--- src/rtl/inst_issue.sv ---
// Instruction issue unit: a host fills a circular instruction queue, then a
// run pulse makes the issuer hand the queued instructions one at a time to a
// consumer. Each instruction is held valid until the consumer acknowledges it.
// The issuer then waits for execution to finish before presenting the next one.
// When the queue runs dry after an execution, a single prog_done pulse marks
// the end of the program.
module inst_issue #(
    parameter int INST_WIDTH = 27,
    parameter int DEPTH      = 8
) (
    input  logic                   clk,
    input  logic                   rst,
    input  logic                   host_wr_en,
    input  logic [INST_WIDTH-1:0]  host_wr_inst,
    input  logic                   run_start,
    input  logic                   abort,
    output logic [INST_WIDTH-1:0]  inst,
    output logic                   inst_valid,
    input  logic                   inst_ack,
    input  logic                   exec_done,
    output logic                   full,
    output logic [$clog2(DEPTH):0] count,
    output logic                   busy,
    output logic                   prog_done,
    output logic                   overflow
);

    // Pointer width; DEPTH is a power of two, so pointers wrap for free.
    localparam int AW = $clog2(DEPTH);

    localparam logic [AW-1:0] PTR_ONE  = AW'(1);
    localparam logic [AW:0]   CNT_ONE  = (AW+1)'(1);
    localparam logic [AW:0]   CNT_FULL = (AW+1)'(DEPTH);

    // Issuer states
    localparam logic [1:0] IDLE      = 2'd0;
    localparam logic [1:0] ISSUE     = 2'd1;
    localparam logic [1:0] WAIT_EXEC = 2'd2;
    localparam logic [1:0] FINISH    = 2'd3;

    logic [INST_WIDTH-1:0] mem [DEPTH];
    logic [AW-1:0]         wr_ptr;
    logic [AW-1:0]         rd_ptr;
    logic [1:0]            state;
    logic [1:0]            state_next;
    logic                  load_issue;
    logic                  push_ok;
    logic                  pop;
    logic [AW:0]           count_next;
    logic [INST_WIDTH-1:0] head;

    // Status outputs come straight from registers, so no input reaches an output.
    assign full = (count == CNT_FULL);
    assign busy = (state != IDLE);
    assign head = mem[rd_ptr];

    // A push is taken in any state unless the queue is full or an abort drops it.
    assign push_ok = host_wr_en && !full && !abort;

    // The head leaves the queue only when the consumer acknowledges a valid word.
    assign pop = (state == ISSUE) && inst_valid && inst_ack;

    // Occupancy after this cycle; a simultaneous push and pop cancel out.
    always_comb begin
        count_next = count;
        if (push_ok && !pop) begin
            count_next = count + CNT_ONE;
        end else if (pop && !push_ok) begin
            count_next = count - CNT_ONE;
        end
    end

    // Next-state logic; branch decisions use the occupancy before any push this cycle.
    always_comb begin
        state_next = state;
        load_issue = 1'b0;
        case (state)
            IDLE: begin
                if (run_start) begin
                    if (count != '0) begin
                        state_next = ISSUE;
                        load_issue = 1'b1;
                    end else begin
                        state_next = FINISH;
                    end
                end
            end
            ISSUE: begin
                if (pop) begin
                    state_next = WAIT_EXEC;
                end
            end
            WAIT_EXEC: begin
                if (exec_done) begin
                    if (count != '0) begin
                        state_next = ISSUE;
                        load_issue = 1'b1;
                    end else begin
                        state_next = FINISH;
                    end
                end
            end
            FINISH: begin
                state_next = IDLE;
            end
            default: begin
                state_next = IDLE;
            end
        endcase
    end

    // Queue storage; contents need no reset because occupancy gates every read.
    always_ff @(posedge clk) begin
        if (!rst && push_ok) begin
            mem[wr_ptr] <= host_wr_inst;
        end
    end

    // State register; reset and abort both park the issuer in IDLE.
    always_ff @(posedge clk) begin
        if (rst || abort) begin
            state <= IDLE;
        end else begin
            state <= state_next;
        end
    end

    // Queue pointers and occupancy; reset and abort empty the queue.
    always_ff @(posedge clk) begin
        if (rst || abort) begin
            wr_ptr <= '0;
            rd_ptr <= '0;
            count  <= '0;
        end else begin
            if (push_ok) begin
                wr_ptr <= wr_ptr + PTR_ONE;
            end
            if (pop) begin
                rd_ptr <= rd_ptr + PTR_ONE;
            end
            count <= count_next;
        end
    end

    // Issue register; only reset clears inst, abort just drops valid and keeps the word.
    always_ff @(posedge clk) begin
        if (rst) begin
            inst       <= '0;
            inst_valid <= 1'b0;
        end else if (abort) begin
            inst_valid <= 1'b0;
        end else if (load_issue) begin
            inst       <= head;
            inst_valid <= 1'b1;
        end else if (pop) begin
            inst_valid <= 1'b0;
        end
    end

    // Sticky overflow and the one-cycle completion pulse leaving FINISH.
    always_ff @(posedge clk) begin
        if (rst || abort) begin
            overflow  <= 1'b0;
            prog_done <= 1'b0;
        end else begin
            if (host_wr_en && full) begin
                overflow <= 1'b1;
            end
            prog_done <= (state == FINISH);
        end
    end

endmodule
--- config.mk ---
export PLATFORM = sky130hd
export DESIGN_NAME = inst_issue
export DESIGN_NICKNAME = d
export VERILOG_FILES = /design/src/rtl/inst_issue.sv
export SDC_FILE = /design/constraint.sdc
export NUM_CORES = 1
export LEC_CHECK = 0
export ABC_CLOCK_PERIOD_IN_PS = 4540
export BUFFER_PORTS_ARGS = -buffer_cell sky130_fd_sc_hd__buf_4
export CAP_MARGIN = 20
export CORE_UTILIZATION = 35
export DETAILED_ROUTE_END_ITERATION = 8
export GPL_TIMING_DRIVEN = 0
export PLACE_DENSITY_LB_ADDON = 0.1
export SYNTH_ARGS = -nofsm -noshare
export SYNTH_HDL_FRONTEND = slang
export SYNTH_SLANG_ARGS = --single-unit
--- constraint.sdc ---
create_clock -name clk -period 4.54 [get_ports clk]
set_input_delay 0.227 -clock clk [delete_from_list [all_inputs] [get_ports clk]]
set_output_delay 0.227 -clock clk [all_outputs]
set_load 0.01 [all_outputs]
==> results of run 1 <==
worst max path at each step:
stage / depth (start not counted) / slack, ps / to / start
after floorplan: 4 / 930 / mem[0][0] / count[0]
after global placement: 5 / -1410 / mem[1][15] / rst
after detailed placement: 7 / 1590 / mem[1][15] / rst
after CTS: 10 / 1640 / count[3] / count[0]
after global routing: 10 / 1420 / count[3] / count[0]
final: 10 / 1690 / count[3] / count[0]
metal layers:
layer	vias to the layer above	part of all wire (%)	GRT usage, %
li1	2275	-	-
met1	2655	46	20.92
met2	111	49	25.66
met3	19	4.2	2.837
met4	0	1.2	3.486
met5	-	0	0
per-stage QoR:
stage	util, %	setup TNS (ps)	hold WS (ps)
after global placement	39.07	-75600	450.5
after CTS	44.32	0	17.97
after floorplan	-	0	325.9
final	44.32	0	46.00
after detailed placement	40.14	0	456.6
after global routing	44.32	0	56.59
area by class of cell:
type	count	area, um^2
well taps	378	473.0
repair buffers	110	1049
inverters	1	3.754
fillers	2469	15470
clock inverters	14	111.4
flip-flops and latches	258	7327
multi-input cells	209	2445
clock buffers	38	759.5
plain buffers	26	143.9
power by group:
group          internal [mW]  switching [mW]  total [mW]  leakage (nW)
logic                 0.0925           0.105       0.198          1.24
registers               2.59          0.0142        2.60          2.29
clock network           1.28           0.861        2.14         0.427
total                   3.96           0.980        4.94          3.95
cell usage after synthesis, types with 2 or more instances:
cell type | instances | area [um^2]
sky130_fd_sc_hd__buf_6 | 3 | 33.78
sky130_fd_sc_hd__nand3_1 | 3 | 15.01
sky130_fd_sc_hd__clkbuf_1 | 8 | 30.03
sky130_fd_sc_hd__or2_2 | 2 | 12.51
sky130_fd_sc_hd__xnor2_1 | 2 | 17.52
sky130_fd_sc_hd__buf_4 | 4 | 30.03
sky130_fd_sc_hd__a211oi_2 | 23 | 287.8
sky130_fd_sc_hd__edfxtp_1 | 216 | 6486
sky130_fd_sc_hd__nand2_1 | 4 | 15.01
sky130_fd_sc_hd__a21oi_1 | 5 | 25.02
sky130_fd_sc_hd__ha_1 | 5 | 62.56
sky130_fd_sc_hd__mux4_2 | 54 | 1216
sky130_fd_sc_hd__nor3_1 | 3 | 15.01
sky130_fd_sc_hd__buf_2 | 7 | 35.03
sky130_fd_sc_hd__xor2_1 | 4 | 35.03
sky130_fd_sc_hd__mux2i_1 | 31 | 310.3
sky130_fd_sc_hd__nand2b_1 | 3 | 18.77
sky130_fd_sc_hd__a211oi_1 | 5 | 37.54
sky130_fd_sc_hd__dfxtp_1 | 42 | 840.8
sky130_fd_sc_hd__nor2_1 | 51 | 191.4
sky130_fd_sc_hd__buf_1 | 4 | 15.01
worst min-delay path: stages:
cell                      delay (ps)
sky130_fd_sc_hd__buf_4           120
sky130_fd_sc_hd__nand2_1          60
sky130_fd_sc_hd__a21oi_1          60
sky130_fd_sc_hd__nor2_1           70
layout by cell type, fill, tap and decap left out, types with 2 or more instances in the layout:
cell type,n
sky130_fd_sc_hd__edfxtp_1,216
sky130_fd_sc_hd__xnor2_1,2
sky130_fd_sc_hd__bufinv_16,2
sky130_fd_sc_hd__clkbuf_16,29
sky130_fd_sc_hd__a21oi_1,5
sky130_fd_sc_hd__buf_1,4
sky130_fd_sc_hd__a211oi_2,23
sky130_fd_sc_hd__buf_16,6
sky130_fd_sc_hd__a211oi_1,5
sky130_fd_sc_hd__clkbuf_1,17
sky130_fd_sc_hd__dlygate4sd3_1,29
sky130_fd_sc_hd__nor2_1,45
sky130_fd_sc_hd__clkinv_1,7
sky130_fd_sc_hd__buf_6,7
sky130_fd_sc_hd__or2_2,2
sky130_fd_sc_hd__buf_8,2
sky130_fd_sc_hd__xor2_1,4
sky130_fd_sc_hd__nor3_2,2
sky130_fd_sc_hd__clkinv_2,5
sky130_fd_sc_hd__dfxtp_1,42
sky130_fd_sc_hd__nand3_1,3
sky130_fd_sc_hd__buf_2,7
sky130_fd_sc_hd__nor2_4,6
sky130_fd_sc_hd__buf_4,73
sky130_fd_sc_hd__nand2_1,4
sky130_fd_sc_hd__ha_1,5
sky130_fd_sc_hd__nand2b_1,3
sky130_fd_sc_hd__mux4_2,54
sky130_fd_sc_hd__mux2i_1,31
cell families after synthesis:
family,share of synthesized area [%]
AOI/OAI and AO/OA,3.793
xor gates and xnor gates,0.5327
adders and majority gates,0.8371
buffers and inverters,1.497
DFF,74.28
muxes,15.47
and+or+nand+nor,3.590
flip-flops by register name, summed over array words and instances (netlist names):
| signal | flops |
|---|---|
| prog_done | 1 |
| rd_ptr | 3 |
| inst_valid | 1 |
| state | 2 |
| mem | 216 |
| wr_ptr | 3 |
| overflow | 1 |
| count | 4 |
| inst | 27 |
==> impl.org, run 1 <==
** Worst setup path
- Family with the most delay on the worst path :: simple AND/OR/NAND/NOR gates
- Critical path capture point type :: register
- Series of cell instances along the critical path :: nor4b_1 > nand2b_1 > nor2_1 > ha_1 > inv_1 > ha_1 > a21oi_1 > a211o_1 > a211oi_1 > a31o_2
- Slowest cell on crit path :: sky130_fd_sc_hd__nor4b_1
- Together, buffers and inverters on the worst path number 1.
- Register-to-Register Setup Slack :: between 1500 and 2000 ps
- In this run the critical register-to-register path is captured at count[3].
- Of all nets on the critical path, the largest fanout is 6.
- Required time worst endpoint :: 4960 ps
- Type of the setup path with the least slack :: reg2reg
- The largest single stage delay on the critical path is 730 ps.
- Worst flop-to-flop path startpoint :: count[0]
- Number of cell instances on the worst register-to-register path :: 10
- Sort of element at the start of the critical path :: register
- Critical path data arrival time :: roughly 3300 ps
- The cell that appears most often on the critical path is sky130_fd_sc_hd__ha_1.

** Timing
- At the pin with the least slew margin, the transition time is between 900 and 1000 ps.
- Setup slack on the critical path of the routed design comes to around 1700 ps.
- The count of pins over their slew limit came to 0.
- RSZ-0062 raised after global routing :: false
- After layout, the worst path uses 62.85% of the clock period.
- Hold violation total from the final report :: 0
- Subtracting the final worst setup slack from the clock period gives 2853 ps.
- Static timing analysis puts the maximum clock frequency at 350.5 MHz.
- In this run the tightest slew margin relative to its limit is 34.49%.
- Final setup violation count :: 0
- Clock skew on the completed layout was measured at 13.66 ps.

** Power and ir drop
- The analysis attributes to cell leakage a power of 3.954 nW.
- Power spread over the standard cell area amounts to between 400 and 500 mW/mm^2.
- Worst-case vdd ir drop :: 0.0002198 V
- PnR Total Power :: around 4.9 mW

** Final layout
- Final Net Count :: roughly 670
- Cell area after layout :: between 0.01 and 0.015 mm^2
- Non-filler cells in the finished layout :: 1,034
- Compared with the post-synthesis result, the final layout area differs by 24.81%.
- Antenna Diode Count :: 0
- Of the cells placed in the final design, the portion with a size suffix greater than 1 is 33.54%.

** Route
- Iteration-0 DRC Markers :: 291
- The routed design has 21.37 mm of wire.
- Once detail routing completed, the nets flagged for antenna violations numbered 0.
- Average wire per cell in the routed design :: 20.67 um
- The pre-antenna-repair detailed-routing pass consisted of 4 iterations.
- The routed layout has just over 5,000 vias.
- Vias/cell :: 4.894
- For this run, design rule violations remaining after detail routing come to 0.

** Placement
- Buffers placed on the I/O ports in this run total around 70.
- At the end of routability-driven placement, the weighted congestion stood at 0.7157.
- The number of placed instances, taps included, is roughly 950.
- Placed inst area :: roughly 0.011 mm^2
- Post-placement setup slack :: 1590 ps
- HPWL reported at the end of detailed placement :: 13.60 mm

** Clock network
- Hold-fix buffers at CTS :: 29
- In this run the number of H-tree levels came out at 1.
- Clock tree synthesis selected as its root buffer the cell sky130_fd_sc_hd__clkbuf_16.
- Buffers added to address setup during post-CTS repair amount to 0.
- Skew-Pair Late Insertion Delay :: 530 ps
- # resized after CTS :: 0
- TritonCTS built the clock tree.
- The number of clock buffers added by TritonCTS is 28.
- Clock-pin slew was measured on the worst setup and hold paths at 60 ps.
- The tree built by TritonCTS fans out to 258 sinks.
- Number of buffers between clock root and the deepest sink :: 3

** Floorplanning
- Once the floorplan was initialized, standard cells occupied a little over a third of the core.
- Total number of placement rows :: 61
- 70 I/O pins were placed.
- Die width :: 169.9 um
- Core Box Area :: 0.02778 mm^2
- DIE HEIGHT :: around 170 um
- Die area :: 0.02886 mm^2

** Synth
- Sequential cells were found to cover 74.28% of the synthesized design area.
- A synthesized cell averages 19.97 um^2.
- The synthesized design contains about 220 enable-type register cells.
- Synth async-reset ratio :: 0%
- Number of instances in the synthesized netlist :: a little under 500
- Synthesis inferred 258 register bits.
- When the netlist entered floorplanning its net count stood at 534.
- The netlist uses 36 different library cells.
- In the synthesized netlist the dominant register cell turns out to be sky130_fd_sc_hd__edfxtp_1.
- Synth Cell Area :: 0.009864 mm^2
- Syn. warnings :: 0

** Worst hold path
- The worst hold path begins at inst_ack.
- Number of cells traversed by the worst hold path :: 4
- The path with the worst hold slack has its endpoint at state[0].
- Worst min-delay path class :: in2reg

** Global routing
- GRT Overall Usage :: 15.39%
- Entering global routing, the biggest net connects 17 pins.
- The number of global-route vias before repair came to 5,342.
- Antenna violations before repair :: 0
- Sum of overflow across all layers after global routing :: 0
- Global-route wire length before repair :: roughly 32 mm

** Flow run
- Max Cap Viol :: 0

** Run status
- Status :: finished clean
(Power assumes the default switching activity.)
==> run 2: changes to the inputs <==
--- a/config.mk
+++ b/config.mk
@@ -5,7 +5,8 @@
 export SDC_FILE = /design/constraint.sdc
 export NUM_CORES = 1
 export LEC_CHECK = 0
-export ABC_CLOCK_PERIOD_IN_PS = 4540
+export ABC_AREA = 1
+export ABC_CLOCK_PERIOD_IN_PS = 2600
 export BUFFER_PORTS_ARGS = -buffer_cell sky130_fd_sc_hd__buf_4
 export CAP_MARGIN = 20
 export CORE_UTILIZATION = 35
==> constraint.sdc (replaced) <==
create_clock -name clk -period 2.6 [get_ports clk]
set_input_delay 0.13 -clock clk [delete_from_list [all_inputs] [get_ports clk]]
set_output_delay 0.13 -clock clk [all_outputs]
set_load 0.01 [all_outputs]
==> impl.org, run 2 <==
** Timing
- The actual transition at the worst max-transition pin was 791.2 ps (-191.4 ps).
- Final setup violation count :: 0 (unchanged)
- The final hold violation count was 0 (unchanged).
- Number of max-slew violations in the final report :: 0 (unchanged)
- The worst max-slew margin expressed relative to the limit came to 47.25% (+13 points).
- Post-layout min period :: 2346 ps (-506.9 ps)
- Achievable frequency :: 426.2 MHz (+22%)
- Worst Slack Setup Final :: 253.5 ps (-1433 ps)
- RSZ-0062 raised after global routing :: false
- The fraction of the cycle the final worst path needs was 90.25% (+27 points).
- Setup skew after layout :: 9.433 ps (-4.223 ps)

** Floorplanning
- Initial Utilization :: 35.84% (+0.34 points)
- DIE HEIGHT :: 174.1 um (+2.5%)
- Core Box Area :: 0.02894 mm^2 (+4.2%)
- The overall die area is 0.03032 mm^2 (+5.1%).
- Number of I/O pins :: 70 (unchanged)
- The site row count was 62 (+1.6%).
- Die width :: 174.1 um (+2.5%)

** Final layout
- Largest regs :: mem: 216 flops, inst: 27 flops, count: 4 flops
- The layout net count came to 1,133 (+68%).
- Antenna Diode Count :: 0 (unchanged)
- Fraction of layout instances using a drive strength above 1 :: 14.54% (-19 points)
- The footprint of the multi-input gates was 0.002655 mm^2 (+8.6%).
- The number of flip-flops in the largest register came to 216 (unchanged).
- Register area :: 0.007327 mm^2 (unchanged)
- Most common library cell in the layout ignoring fill and taps :: sky130_fd_sc_hd__nand2_1
- Most flop-heavy register :: mem
- Relative to the synthesized area, the layout overhead comes to 23.39%.
- Final-layout fill cell count :: 2,762 (+12%)
- Commonest non-fill, non-tap cells in the layout :: sky130_fd_sc_hd__nand2_1 (327), sky130_fd_sc_hd__edfxtp_1 (216), sky130_fd_sc_hd__nand3_1 (167)

** Run status
- The run finished with clean final reports.

** Placement
- The placed wire-length estimate is 17.61 mm (+29%).
- The worst slack after detailed placement came to 174.7 ps (-1416 ps).
- The number of port buffers was 69 (unchanged).
- The routability congestion estimate came to 0.7401 (+3.4%).

** Worst setup path
- The critical path required time came to 2840 ps (-2120 ps).
- Register-to-Register Setup Slack :: 250 ps (-1430 ps)
- Critical path capture point type :: register
- Max Fanout on Critical Path :: 15 (+9)
- Series of cell instances along the critical path :: nor2_1 > nand3_1 > nand2_1 > nor2_1 > nand2_1 > nor2_4 > buf_16
- Slowest cell on crit path :: sky130_fd_sc_hd__nor2_4
- Sort of element at the start of the critical path :: register
- Type of the setup path with the least slack :: reg2reg
- The arrival time reported for the critical path endpoint is 2590 ps (-680 ps).
- Stage delay of the slowest cell on the critical path :: 580 ps (-150 ps)

** Flow run
- The max-capacitance violation count was 0 (unchanged).

** Global routing
- Antenna violations before repair :: 0 (unchanged)
- Sum of overflow across all layers after global routing :: 0 (unchanged)
- The wire length of the first global-routing pass came to 41.63 mm (+29%).
- GRT Overall Usage :: 18.55% (+3.2 points)
- The number of global-route vias before repair is 6,641 (+24%).
- The largest net degree at the start of global routing was 22 (+5).

** Power and ir drop
- Sequential share of power :: 52.8% (about the same)
- Leakage :: 4.961 nW (+25%)
- The combinational share of power came to 4.1% (about the same).
- The peak ir drop on the vdd network is 0.0004895 V (+120%).
- Pwr/cell area :: 672.6 mW/mm^2 (+68%)
- The switching part of the total was 21.02% (+1.2 points).
- PnR Total Power :: 8.608 mW (+74%)
- Clock share of power :: 43.1% (-0.2 points)
- Total internal power :: 6.799 mW (+72%)
- The switching component of the power was 1.809 mW (+85%).

** Synth
- Synth Cell Area :: 0.01037 mm^2 (+5.1%)
- Of all cell types, the one taking the most synthesized area is sky130_fd_sc_hd__edfxtp_1.
- The post-synthesis async set-or-reset flop share is 0% (unchanged).
- The synthesized area per cell came to 10.87 um^2 (-46%).
- The number of flops mapped to enable cells by yosys was 216 (unchanged).
- Sequential area share after synthesis :: 70.65% (-3.6 points)
- Yosys attributes the largest share of cell area to sky130_fd_sc_hd__edfxtp_1 (63%), sky130_fd_sc_hd__nand2_1 (12%), sky130_fd_sc_hd__dfxtp_1 (8.1%), sky130_fd_sc_hd__nand3_1 (8.1%), sky130_fd_sc_hd__nor2_1 (2.7%).
- Synth Register Bits :: 258 (unchanged)
- The commonest cells after synthesis are sky130_fd_sc_hd__nand2_1 (327), sky130_fd_sc_hd__edfxtp_1 (216), sky130_fd_sc_hd__nand3_1 (167).
- In the synthesized netlist the dominant register cell turns out to be sky130_fd_sc_hd__edfxtp_1.
- Count of unique library cells instantiated by Yosys :: 24 (-33%)
- Syn. warnings :: 0 (unchanged)
- Number of instances in the synthesized netlist :: 954 (+93%)
- Post-Syn Nets :: 994 (+86%)
- Most repeated cell in the gate-level netlist after synthesis :: sky130_fd_sc_hd__nand2_1
- The top-area cell type share of the netlist area is 62.54% (-3.2 points).

** Clock network
- Number of buffers between clock root and the deepest sink :: 3 (unchanged)
- The number of CTS-inserted buffers was 29 (+3.6%).
- Clock H-tree levels :: 1 (unchanged)
- Clock tree from TritonCTS :: built
- Clock-pin slew on the worst setup and hold paths :: 60 ps (about the same)
- The insertion delay of the later-clocked pin in the worst-skew pair is 540 ps (about the same).
- Cell chosen for the clock root :: sky130_fd_sc_hd__clkbuf_16
- The number of buffers added for setup after CTS was 0 (unchanged).
- TritonCTS sink count :: 258 (unchanged)

** Worst hold path
- The worst hold path belongs to the class in2reg.

** Route
- Vias/cell :: 4.682 (-4.3%)
- Iteration-0 DRC Markers :: 488 (+68%)
- DR vias :: 7,014 (+39%)
- Routed Wire Length :: 27.44 mm (+28%)
- Average wire per cell in the routed design :: 18.31 um (-11%)
- Antenna Violating Nets Remaining :: 0 (unchanged)
- Number of design rule violations left after detail routing :: 0 (unchanged)
- The number of optimization iterations in the first detailed-route pass is 7 (+3).
==> run 2: through the flow <==
step	cell area (um^2)	TNS, ps	hold slack, ps	cells	utilization, %
6_report	12800	0	47.17	1498	44.23
5_1_grt	12800	0	51.09	1498	44.23
4_1_cts	12800	0	18.52	1498	44.23
3_5_place_dp	11630	0	367.2	1415	40.21
3_3_place_gp	11370	-271570	368.1	1407	39.29
2_1_floorplan	10370	0	228.9	954	-
==> run 2: worst paths after layout <==
check	from	endpoint	depth (start not counted)
setup / recovery	count[0]	mem[4][13]	7
hold reg to reg	overflow	overflow	2
hold / removal	inst_ack	rd_ptr[0]	3
setup reg to reg	count[0]	mem[4][13]	7
==> run 2: cells by family after synthesis <==
kind of cell | share of synthesized area [%]
adder cells (fa/ha/maj) | 0.7962
AND/OR/NAND/NOR | 23.25
AO/OA/AOI/OAI | 0.7238
flip-flops | 70.65
XOR/XNOR | 0.2534
buffers and inverters | 4.331
==> run 2: layout make-up <==
type                    instances  share of cell area, %
repair buffers                108                  8.076
flip-flops and latches        258                  57.25
plain buffers                  49                  2.102
clock inverters                18                 0.8408
clock buffers                  34                  5.817
multi-input cells             599                  20.75
well taps                     384                  3.754
inverters                      48                  1.408
==> run 2: power groups by stage <==
stage / combinational [mW] / sequential (mW) / clock [mW]
2_1_floorplan: 0.132 / 4.64 / 0
3_3_place_gp: 0.311 / 4.63 / 0
3_5_place_dp: 0.322 / 4.63 / 0
4_1_cts: 0.360 / 4.54 / 3.79
5_1_grt: 0.402 / 4.55 / 3.95
6_report: 0.354 / 4.54 / 3.71
==> run 2: timing repair <==
item | CTS | global route
hold endpoints to repair | 223 | 0
resized for setup | 0 | 0
hold buffers | 31 | 0
==> run 2: per-layer routing <==
metal	up-vias	wire length, um	global-route usage (%)
met5	-	0	0
met4	0	354	3.911
met3	34	1703	2.559
met2	186	12640	29.83
met1	3304	12730	26.69
li1	3490	-	-
==> run 2: worst max-delay path, delay by kind of cell (launching register included) <==
kind	cells	cell delay, ps
DFF	1	440
buffers and inverters	1	240
and+or+nand+nor	6	1340
